[src/rtl/cache_pkg.sv]
// Shared definitions for the cache set controller: controller state encoding,
// default widths and the set-count derivation.
package cache_pkg;

    localparam int ADDR_W_DEF   = 32;
    localparam int OFFSET_W_DEF = 3;
    localparam int INDEX_W_DEF  = 2;
    localparam int CNT_W_DEF    = 32;
    localparam int LINE_W       = 64;

    typedef enum logic [2:0] {
        ST_IDLE   = 3'd0,
        ST_SEARCH = 3'd1,
        ST_CHECK  = 3'd2,
        ST_CLEAR  = 3'd3,
        ST_FETCH  = 3'd4,
        ST_UPDATE = 3'd5,
        ST_RESP   = 3'd6
    } state_t;

    function automatic int num_sets(input int index_w);
        return 1 << index_w;
    endfunction

endpackage

[src/rtl/sat_counter.sv]
// Saturating up-counter with synchronous clear; holds at all-ones.
module sat_counter #(
    parameter int CNT_W = 32
) (
    input  logic             clk,
    input  logic             inc,
    input  logic             clear,
    output logic [CNT_W-1:0] q
);

    // Count on inc, stop at all-ones; the hold path reloads q so the value
    // always comes from the register itself.
    always_ff @(posedge clk) begin
        if (clear)
            q <= '0;
        else if (inc && (q != '1))
            q <= q + CNT_W'(1);
        else
            q <= q;
    end

endmodule

[src/rtl/cache_set_ctrl.sv]
// Sequencer for an array of cache sets: one request at a time, search the
// indexed set, fetch the line from memory on a miss, then update the set and
// return the line with a hit flag. Also keeps hit/miss statistics.
//
// state  | meaning
// IDLE   | req_ready=1, waiting for a request
// SEARCH | selected set looks up the tag
// CHECK  | sample the set's hit flag and data, bump a counter
// CLEAR  | hit path: update-with-no-write clears the set's sticky hit flag
// FETCH  | miss path: mem_req held until mem_ack
// UPDATE | miss path: push the fetched line into the set
// RESP   | one-cycle response pulse
module cache_set_ctrl
    import cache_pkg::*;
#(
    parameter int ADDR_W   = ADDR_W_DEF,
    parameter int OFFSET_W = OFFSET_W_DEF,
    parameter int INDEX_W  = INDEX_W_DEF,
    parameter int TAG_W    = ADDR_W - OFFSET_W - INDEX_W,
    parameter int CNT_W    = CNT_W_DEF,
    parameter int NUM_SETS = num_sets(INDEX_W)
) (
    input  logic                       clk,
    input  logic                       rst_n,
    input  logic                       req_valid,
    output logic                       req_ready,
    input  logic [ADDR_W-1:0]          req_addr,
    output logic                       resp_valid,
    output logic                       resp_hit,
    output logic [LINE_W-1:0]          resp_data,
    output logic [NUM_SETS-1:0]        set_en,
    output logic [TAG_W-1:0]           set_tag,
    output logic                       set_state,
    output logic                       set_mem_write,
    output logic [LINE_W-1:0]          set_write_data,
    input  logic [NUM_SETS-1:0]        set_hit,
    input  logic [NUM_SETS*LINE_W-1:0] set_read_data,
    output logic                       mem_req,
    output logic [ADDR_W-1:0]          mem_addr,
    input  logic                       mem_ack,
    input  logic [LINE_W-1:0]          mem_rdata,
    output logic [CNT_W-1:0]           hit_count,
    output logic [CNT_W-1:0]           miss_count
);

    localparam logic [NUM_SETS-1:0] ONE_SET = NUM_SETS'(1);

    state_t             state;
    logic [INDEX_W-1:0] idx;
    logic [TAG_W-1:0]   tag;
    logic [LINE_W-1:0]  line_q;
    logic [LINE_W-1:0]  rd_mux;
    logic               hit_inc;
    logic               miss_inc;
    logic               unused_offset;

    // Byte offset only selects a word inside the line; the controller ignores it.
    assign unused_offset = ^req_addr[OFFSET_W-1:0];

    // Read data of the currently indexed set.
    always_comb begin
        rd_mux = set_read_data[int'(idx)*LINE_W +: LINE_W];
    end

    assign hit_inc  = (state == ST_CHECK) &&  set_hit[idx];
    assign miss_inc = (state == ST_CHECK) && !set_hit[idx];

    sat_counter #(.CNT_W(CNT_W)) u_hit_cnt (
        .clk   (clk),
        .inc   (hit_inc),
        .clear (!rst_n),
        .q     (hit_count)
    );

    sat_counter #(.CNT_W(CNT_W)) u_miss_cnt (
        .clk   (clk),
        .inc   (miss_inc),
        .clear (!rst_n),
        .q     (miss_count)
    );

    // Controller FSM; every output is registered and computed for the state
    // being entered, so set_* strobes line up with SEARCH/CLEAR/UPDATE.
    always_ff @(posedge clk) begin
        if (!rst_n) begin
            state          <= ST_IDLE;
            idx            <= '0;
            tag            <= '0;
            line_q         <= '0;
            req_ready      <= 1'b1;
            resp_valid     <= 1'b0;
            resp_hit       <= 1'b0;
            resp_data      <= '0;
            set_en         <= '0;
            set_tag        <= '0;
            set_state      <= 1'b0;
            set_mem_write  <= 1'b0;
            set_write_data <= '0;
            mem_req        <= 1'b0;
            mem_addr       <= '0;
        end else begin
            resp_valid     <= 1'b0;
            set_en         <= '0;
            set_tag        <= '0;
            set_state      <= 1'b0;
            set_mem_write  <= 1'b0;
            set_write_data <= '0;
            case (state)
                ST_IDLE: begin
                    if (req_valid) begin
                        idx       <= req_addr[OFFSET_W +: INDEX_W];
                        tag       <= req_addr[ADDR_W-1 -: TAG_W];
                        req_ready <= 1'b0;
                        set_en    <= ONE_SET << req_addr[OFFSET_W +: INDEX_W];
                        set_tag   <= req_addr[ADDR_W-1 -: TAG_W];
                        state     <= ST_SEARCH;
                    end
                end
                ST_SEARCH: begin
                    state <= ST_CHECK;
                end
                ST_CHECK: begin
                    if (set_hit[idx]) begin
                        line_q    <= rd_mux;
                        resp_hit  <= 1'b1;
                        set_en    <= ONE_SET << idx;
                        set_tag   <= tag;
                        set_state <= 1'b1;
                        state     <= ST_CLEAR;
                    end else begin
                        resp_hit <= 1'b0;
                        mem_req  <= 1'b1;
                        mem_addr <= {tag, idx, {OFFSET_W{1'b0}}};
                        state    <= ST_FETCH;
                    end
                end
                ST_CLEAR: begin
                    resp_valid <= 1'b1;
                    resp_data  <= line_q;
                    state      <= ST_RESP;
                end
                ST_FETCH: begin
                    if (mem_ack) begin
                        line_q         <= mem_rdata;
                        mem_req        <= 1'b0;
                        mem_addr       <= '0;
                        set_en         <= ONE_SET << idx;
                        set_tag        <= tag;
                        set_state      <= 1'b1;
                        set_mem_write  <= 1'b1;
                        set_write_data <= mem_rdata;
                        state          <= ST_UPDATE;
                    end
                end
                ST_UPDATE: begin
                    resp_valid <= 1'b1;
                    resp_data  <= line_q;
                    state      <= ST_RESP;
                end
                ST_RESP: begin
                    req_ready <= 1'b1;
                    state     <= ST_IDLE;
                end
                default: begin
                    req_ready <= 1'b1;
                    mem_req   <= 1'b0;
                    state     <= ST_IDLE;
                end
            endcase
        end
    end

endmodule

[config.mk]
export PLATFORM = sky130hd
export DESIGN_NAME = cache_set_ctrl
export DESIGN_NICKNAME = d
export VERILOG_FILES = /design/src/rtl/cache_pkg.sv /design/src/rtl/sat_counter.sv /design/src/rtl/cache_set_ctrl.sv
export SDC_FILE = /design/constraint.sdc
export NUM_CORES = 1
export LEC_CHECK = 0
export CAP_MARGIN = 20
export CORE_AREA = 5 5 241 243
export DETAILED_ROUTE_END_ITERATION = 10
export DIE_AREA = 0 0 246 248
export PLACE_DENSITY_LB_ADDON = 0.08
export SLEW_MARGIN = 20
export SYNTH_ARGS = -nofsm -noshare
export SYNTH_HDL_FRONTEND = slang
export SYNTH_SLANG_ARGS = --single-unit
[constraint.sdc]
create_clock -name clk -period 5.1 [get_ports clk]
set_input_delay 0.765 -clock clk [delete_from_list [all_inputs] [get_ports clk]]
set_output_delay 0.765 -clock clk [all_outputs]
set_load 0.02 [all_outputs]
* Word-level counts from Yosys, hierarchy flattened
Index checks and enable logic that the tools add are counted.
** Storage, ports and cells
- Input port bits :: 360
- Logic and storage cells :: 84
- Register bits :: 357
** Operators by class
- Order comparisons :: 1
- Equal/unequal tests :: 12
- $add $sub $neg :: 2
- Reduce and logical (&&, ||, !) cells :: 18
- Bitwise operators :: 2
- Muxes and demuxes :: 29
- Shift operators :: 3
** Operator list (number)
- indexed part select 256 x 9 -> 64 bit :: 1
- 2-to-1 mux 64 bit :: 2
- case mux 64 bit (2 select lines) :: 1
- 2-to-1 mux 27 bit :: 3
- case mux 27 bit (3 select lines) :: 1
- adder 32 x 1 -> 32 bit (second input constant) :: 2
- 2-to-1 mux 32 bit :: 2
- != test 32 bit (second input constant) :: 2
- case mux 32 bit (2 select lines) :: 1
- case mux 3 bit (5 select lines) :: 1
- 2-to-1 mux 4 bit :: 3
- case mux 4 bit (3 select lines) :: 1
- AND reduction 3 bit :: 4
- OR reduction 5 bit :: 2
- == test 3 bit (second input constant) :: 3
- 2-to-1 mux 3 bit :: 3
- AND reduction 2 bit :: 4
- left shift 1 x 2 -> 4 bit (first input constant) :: 2
- 2-to-1 mux 1 bit :: 7
- == test 3 x 2 -> 1 bit (second input constant) :: 2
- != test 2 bit (second input constant) :: 3
- logical AND 1 bit :: 4
- case mux 1 bit (2 select lines) :: 2
- == test 3 x 1 -> 1 bit (second input constant) :: 1
- 9 further kinds :: 10

* Depth between registers and ports, before layout
Gate-level depths: netlist of the first run.
- Word-level depth :: 5
- Gate-level depth with buffers :: 8
- Gate-level depth less buffers :: 6

* Modules after synthesis
From an unflattened synthesis of the first run, not the netlist that was laid out.
** Unflattened totals
- Cell total of the unflattened synthesis :: 1584
- Area, all modules :: 14595.2 sq um
** Modules (own cells, without submodules)
- cache_set_ctrl :: instances 1, area an instance 11314.6 sq um, cells an instance 1198
- sat_counter (u_hit_cnt) :: instances 1, area an instance 1674.1 sq um, cells an instance 199
- sat_counter (u_miss_cnt) :: instances 1, area an instance 1606.5 sq um, cells an instance 187

* Worst setup path after synthesis of the first run
No wires, ideal clock.
- Path kind :: input-to-reg
- Start :: input port set_hit[3]
- End :: register u_miss_cnt.q[9]
- Arrival time :: 2.311 ns
- Stages on the path :: 6
- Library setup time :: 0.072 ns
- Required time :: 5.028 ns
- Path slack :: 2.717 ns
- Path buffers :: 1
- Cell sequence :: mux4_2 nand2b_4 a31o_1 clkbuf_1 nor4_1 mux2i_1
** Between the ends
- Cells in the longest elaborated chain, start to end :: 5
** Ends and longest elaborated chain
- start: declaration :: RTL line cache_set_ctrl.sv:36 : input logic [NUM_SETS-1:0] set_hit,
- binary-select mux 1 bit (select 2 bit) :: RTL line cache_set_ctrl.sv:66 : assign miss_inc = (state == ST_CHECK) && !set_hit[idx];
- 2-to-1 mux 1 bit (implied by the code) :: RTL line cache_set_ctrl.sv:66
- logical NOT 1 bit :: RTL line cache_set_ctrl.sv:66
- logical AND 1 bit :: RTL line cache_set_ctrl.sv:66
- logical AND 1 bit :: RTL line sat_counter.sv:16 : else if (inc && (q != '1))
- end signal: assignment :: RTL line sat_counter.sv:17 : q <= q + CNT_W'(1);
- end signal: assignment :: RTL line sat_counter.sv:19 : q <= q;
- end: declaration :: RTL line sat_counter.sv:8 : output logic [CNT_W-1:0] q
Every way passes these cells. The select of a mux whose other input is x is not followed.
A chain may end at the register's enable or synchronous reset.

* Worst setup path in the final report of the first run
- Start :: input port set_hit[3]
- End :: register u_miss_cnt.q[5]
Same word-level chain as after synthesis.

==> results of run 1 <==
[stage by stage]
step,utilization [%],cells
final,41.2,2915
after global routing,41.2,2913
after CTS,41.1,2911
after detailed placement,38.7,2835
after global placement,38.7,2835
after floorplan,-,1578
[sequential cells by signal (all words and copies together) (netlist names)]
name,flops
resp_hit,1
set_en,4
set_state,1
req_ready,1
tag,27
line_q,64
resp_valid,1
u_hit_cnt.q,32
mem_req,1
set_tag,27
set_mem_write,1
u_miss_cnt.q,32
idx,2
set_write_data,64
resp_data,64
mem_addr,29
state,3
[worst min-delay path by stage]
stage                              start                         end  slack, ns  cells after the start
2_1_floorplan     line_q[0]$_SDFFE_PN0P_   resp_data[0]$_SDFFE_PN0P_       0.43                      2
5_1_grt        resp_data[5]$_SDFFE_PN0P_   resp_data[5]$_SDFFE_PN0P_       0.47                      2
3_3_place_gp     line_q[34]$_SDFFE_PN0P_  resp_data[34]$_SDFFE_PN0P_       0.44                      2
3_5_place_dp      req_ready$_SDFFE_PN1P_      req_ready$_SDFFE_PN1P_       0.44                      2
4_1_cts          line_q[16]$_SDFFE_PN0P_  resp_data[16]$_SDFFE_PN0P_       0.44                      2
6_report         line_q[62]$_SDFFE_PN0P_  resp_data[62]$_SDFFE_PN0P_       0.45                      2
[worst register-to-register path: cells and delay by family, from the launching register on]
family             cells  cell delay, ns
and+or+nand+nor        2            1.03
AOI/OAI and AO/OA      2            0.87
muxes                  1            0.68
DFF                    1            0.50
[metal layers]
| layer | up-vias | track usage (%) |
|---|---|---|
| li1 | 6702 | - |
| met1 | 6548 | 22.4 |
| met2 | 420 | 33.7 |
| met3 | 93 | 5.63 |
| met4 | 6 | 7.22 |
| met5 | - | 0 |
[layout make-up]
type / instances / area (um2)
clock inverter: 9 / 83.8
multi-input combinational: 1083 / 7190
tap: 756 / 946
antenna: 4 / 10.0
fill: 5585 / 32800
clock buffer: 67 / 1270
inverter: 15 / 63.8
timing repair buffer: 627 / 6280
sequential: 354 / 7090
[where the power goes]
| group | internal [mW] | total, mW | switching (mW) |
|---|---|---|---|
| combinational | 0.589 | 1.15 | 0.563 |
| sequential | 2.89 | 2.97 | 0.0818 |
| clock | 1.75 | 2.97 | 1.22 |
| total | 5.23 | 7.09 | 1.87 |
[logic make-up (layout without fill, tap and decap cells)]
kind of cell | after synthesis | after routing
AO/OA/AOI/OAI | 330 | 330
XOR/XNOR | 6 | 6
adder cells (fa/ha/maj) | 2 | 2
buffers and inverters | 141 | 718
flip-flops | 354 | 354
multiplexers | 139 | 139
other | 1 | 7
AND/OR/NAND/NOR | 603 | 603
[layout by cell type (no fill, tap or decap), types with 4 or more instances in the layout]
cell type        netlist  routed
a211oi_1              64      64
a21oi_1              174     174
a31oi_1               29      29
and2_1                68      67
and3_1                 4       4
buf_4                  4      10
clkbuf_1             100      14
clkbuf_16              0      43
clkbuf_8               0      10
clkdlybuf4s50_1        0     614
clkinv_2               0       4
dfxtp_1              354     352
diode_2                0       4
inv_1                 15      14
mux2i_1               74      74
mux4_2                65      65
nand2_1              256     255
nand2b_1              10      10
nand3_1               25      25
nand4_1               18      18
nand4b_1               4       4
nor2_1               117     116
nor3_1                 6       6
nor3b_1               29      28
nor4_1                 7       7
o21ai_0               30      30
o31ai_1               18      18
or3_1                 32      32
or4_1                 17      17
xor2_1                 4       4
==> results.toml, run 1 <==
[place]
gp_congestion = 0.787
portBuffers = 614
dp_hpwl_um = 46700
placed_cell_area_um2 = 21600
dp_slack_ns = 1.31

[worst_setup_path]
r2r_cells = 5
r2r-end = "u_miss_cnt.q[5]$_SDFFE_PN0P_"
cp.depth = 6
path_delay_family = "simple AND/OR/NAND/NOR gates"
critPathKind = "in -> reg"
endpoint = "u_miss_cnt.q[5]$_SDFFE_PN0P_"
cp.required_ns = 5.59
cp-start-kind = "input port"
critical_path.slowest_cell = "a31o_1"
crit_buf_inv = 1
end_kind = "register"
timing.rr.start = "idx[0]$_SDFFE_PN0P_"
crit_start = "set_hit[3]"
crit_fanout = 57
reg2reg_setup_slack_ns = 1.96
crit_arrival_ns = 3.69
cpPeakStageDelay_ns = 0.68
cp_cell_sequence = "clkdlybuf4s50_1, mux4_2, nand2b_4, a31o_1, or4_1, a21oi_1"

[routing]
ant_nets = 0
met1_length_um = 24300
highest_layer = "met5"
avgRoutedWirePerCell_um = 21.3
wl_met2_um = 31400
firstDrtPassIters = 5
dr_wl_met3_um = 4270
vias = 13769
drt_wl_total_um = 62200
avgViaCountPerCell = 4.72
drtIter0Drc = 640
drc = 0

[power]
peakVddDrop_uv = 205
power.density_nw_per_um2 = 309
p_leak_nw = 7.48
total_power_mw = 7.09

[synthesis]
synth_area_leaders = "dfxtp_1 (48%), mux4_2 (9.9%), nand2_1 (6.5%), a21oi_1 (5.9%), mux2i_1 (5.0%)"
synth_top_family_by_area = "simple AND/OR/NAND/NOR gates"
yosysWarnings = 0
yosysMostFrequentCell = "dfxtp_1"
ys_types = 50
synth-seq-cells = 354
synth_xor_area_share_pct = 0.355
muxShareOfSynthArea_pct = 14.9
yosys.area.top_type = "dfxtp_1"
syn_avg_cell_area_um2 = 9.40
synth-simple-area-share_pct = 19.7
synth_ff_type = "dfxtp_1"
synth-seq-area-share_pct = 47.8
synth-edff-count = 0
synth_cells = 1576
ys_top_cells_by_count = "dfxtp_1 (354), nand2_1 (256), a21oi_1 (174)"
synthesis.area_um2 = 14800
synth_top_area_share_pct = 47.8
synth-compound-area-share_pct = 13.1
synthAdderAreaFrac_pct = 0.169
synthArstFlopShare_pct = 0

[floorplanning]
coreArea_um2 = 55700
pin_count = 621
die-height_um = 248
die_area_um2 = 61000
die_w_um = 246
core.rowCount = 87
start_util_pct = 26.6

[layout]
nNetsFinal = 2486
design_area_um2 = 22900
drive_above_1_share_pct = 7.24
syn_to_final_growth_pct = 54.9

[global_route]
antenna_found_initial = 8
grt_use_total_pct = 19.3
grt_pass1_vias = 13724
grt_pass1_wl_um = 89000
overflow = 0
grt_max_degree = 143

[hold_path]
worst_hold_path_type = "reg -> reg"

[sta]
clock_skew_ns = 0.0251
period_needed_ns = 3.20
slew-limit-headroom_pct = 34.0
setup_tns_ns = 0
setup_viol = 0
post-route-period-util_pct = 62.8
clock.fmax_mhz = 312
worstMarginPinSlew_ns = 0.990
rsz0062_at_grt = "no"
hold_violations = 0
whs_ns = 0.447
finalMaxSlewViolations = 0
finalWorstSetupSlack_ns = 1.90

[clock_network]
htree_levels = 2
clkTransAtPathRegs_ns = 0.06
cts_hold_buffers = 0
numCtsBuffers = 43
cts_tree = "built"
clockBufferDepth = 3
clk_latency_ns = 0.57
cts-root-buf = "clkbuf_16"
clock-sinks = 354
post-cts-setup-buffer-count = 0
cts_resized = 0

[status]
outcome = "finished clean"

[flow_run]
drv_cap = 0
Note: power is estimated with default switching activity, not from simulation.
==> inputs of run 2 (changes only) <==
Settings changed: CORE_AREA 5 5 241 243 to 5 5 239 241, DIE_AREA 0 0 246 248 to 0 0 244 246.
Clock period 5.1 ns to 2.6 ns, I/O delays scaled along.
==> results.toml, run 2 (synthesized netlist as in run 1, its figures left out) <==
[worst_setup_path]
crit_arrival_ns = 2.78
cp.required_ns = 3.08
timing.rr.start = "u_miss_cnt.q[0]$_SDFFE_PN0P_"
cp_cell_sequence = "ha_1, nand2_1, nor4_2, o211ai_1, buf_4, or3_1, a21oi_1"
cpPeakStageDelay_ns = 0.50
crit_fanout = 7
cp-start-kind = "register"
crit_start = "u_miss_cnt.q[0]$_SDFFE_PN0P_"
critPathKind = "reg -> reg"
critical_path.slowest_cell = "nor4_2"
end_kind = "register"

[global_route]
met1_usage_pct = 23.5
grt_pass1_wl_um = 90300
grt_util_met2_pct = 35.8
overflow = 0
busiest_layer = "met2"
antenna_found_initial = 1
grt_pass1_vias = 14067
grt_use_total_pct = 19.5
grt_max_degree = 116
met3_usage_pct = 3.85

[power]
power_frac_comb_pct = 16.6
power.switching_mw = 3.67
peakVddDrop_uv = 420
seq_power_share_pct = 40.3
p_leak_nw = 7.69
power.density_nw_per_um2 = 618
swShare_pct = 25.5
internal_power_mw = 10.7
clockPowerShare_pct = 43.2
total_power_mw = 14.4

[clock_network]
cts_tree = "built"
clk_latency_ns = 0.56
cts_resized = 0
clockBufferDepth = 3
post-cts-setup-buffer-count = 0
clock-sinks = 354
clkTransAtPathRegs_ns = 0.06
cts_hold_buffers = 0
htree_levels = 2
numCtsBuffers = 42
cts-root-buf = "clkbuf_16"

[hold_path]
worst_hold_path_type = "in -> reg"
min_from = "req_addr[19]"

[floorplanning]
coreArea_um2 = 54700
die_area_um2 = 60000
start_util_pct = 27.1
die_w_um = 244
die-height_um = 246
core.rowCount = 86
pin_count = 621

[layout]
nNetsFinal = 2511
syn_to_final_growth_pct = 57.0
drive_above_1_share_pct = 8.39
final_common_cell = "clkdlybuf4s50_1"
layout_common_cells = "clkdlybuf4s50_1 (614), dfxtp_1 (352), nand2_1 (255)"
instances_no_fill = 2884
reg_top3 = "line_q: 64 flops, resp_data: 64 flops, set_write_data: 64 flops"
antennaDiodeCount = 0
design_area_um2 = 23300

[flow_run]
drv_cap = 0

[place]
placed_cell_area_um2 = 21800
portBuffers = 614
dp_hpwl_um = 46500
dp.cells = 2809
gp_congestion = 0.813

[sta]
rsz0062_at_grt = "no"
period_needed_ns = 2.30
post-route-period-util_pct = 88.5
setup_viol = 0
clock_skew_ns = 0.0241
hold_violations = 0
slew-limit-headroom_pct = 43.7
finalMaxSlewViolations = 0
whs_ns = 0.414
worstMarginPinSlew_ns = 0.844
clock.fmax_mhz = 434

[routing]
drtIter0Drc = 606
drc = 0
avgViaCountPerCell = 4.80
ant_nets = 0
drt_wl_total_um = 61500
firstDrtPassIters = 5
vias = 13849
avgRoutedWirePerCell_um = 21.3

[status]
outcome = "finished clean"
-- run 2: cell types whose count changed in the layout (fill, tap and decap cells not counted), sizes merged, moves of 2 or more --
cell,before,now
clkinv,4,7
inv,18,16
bufinv,1,6
buf,13,39
diode,4,0
clkbuf,67,61
-- run 2: final timing paths --
path              slack (ns)                            end  cells past startpoint
setup / recovery        0.30  u_miss_cnt.q[22]$_SDFFE_PN0P_                      7
hold / removal          0.41           tag[14]$_SDFFE_PN0P_                      3
setup reg to reg        0.30  u_miss_cnt.q[22]$_SDFFE_PN0P_                      7
hold reg to reg         0.44      resp_data[9]$_SDFFE_PN0P_                      2
-- run 2: power by group through the flow --
stage / Clock [mW] / Sequential, mW / Combinational (mW)
3_5_place_dp: 0 / 5.91 / 2.43
5_1_grt: 6.64 / 5.82 / 2.58
3_3_place_gp: 0 / 5.90 / 2.42
6_report: 6.21 / 5.79 / 2.38
2_1_floorplan: 0 / 5.96 / 1.16
4_1_cts: 6.43 / 5.79 / 2.44
-- run 2: area by class of cell --
type | count | area (um2)
clock buffers | 61 | 1210
clock inverters | 14 | 224
inverters | 15 | 63.8
multi-input cells | 1083 | 7190
flip-flops and latches | 354 | 7090
well taps | 704 | 881
fillers | 5375 | 31400
repair buffers | 653 | 6590
-- run 2: layer usage --
metal  share of wire (%)  routed length, um
met3                 5.1               3160
met4                 1.8               1110
met1                  41              24900
met5               0.021                 13
met2                  52              32200
-- run 2: stage by stage --
step / setup WS, ns / util (%) / setup TNS [ns]
after CTS: 0.257 / 42.6 / 0
after detailed placement: -0.0737 / 39.9 / -0.644
final: 0.298 / 42.6 / 0
after global placement: -0.0477 / 39.9 / -0.294
after floorplan: 0.476 / - / 0
after global routing: 0.0674 / 42.6 / 0
-- run 2: worst max-delay path: cells and delay by family, from the launching register on --
| kind | cells | cell delay (ns) |
|---|---|---|
| flops | 1 | 0.39 |
| fa+ha+maj | 1 | 0.24 |
| simple gates | 3 | 0.92 |
| compound gates | 2 | 0.46 |
| buf+inv | 1 | 0.22 |
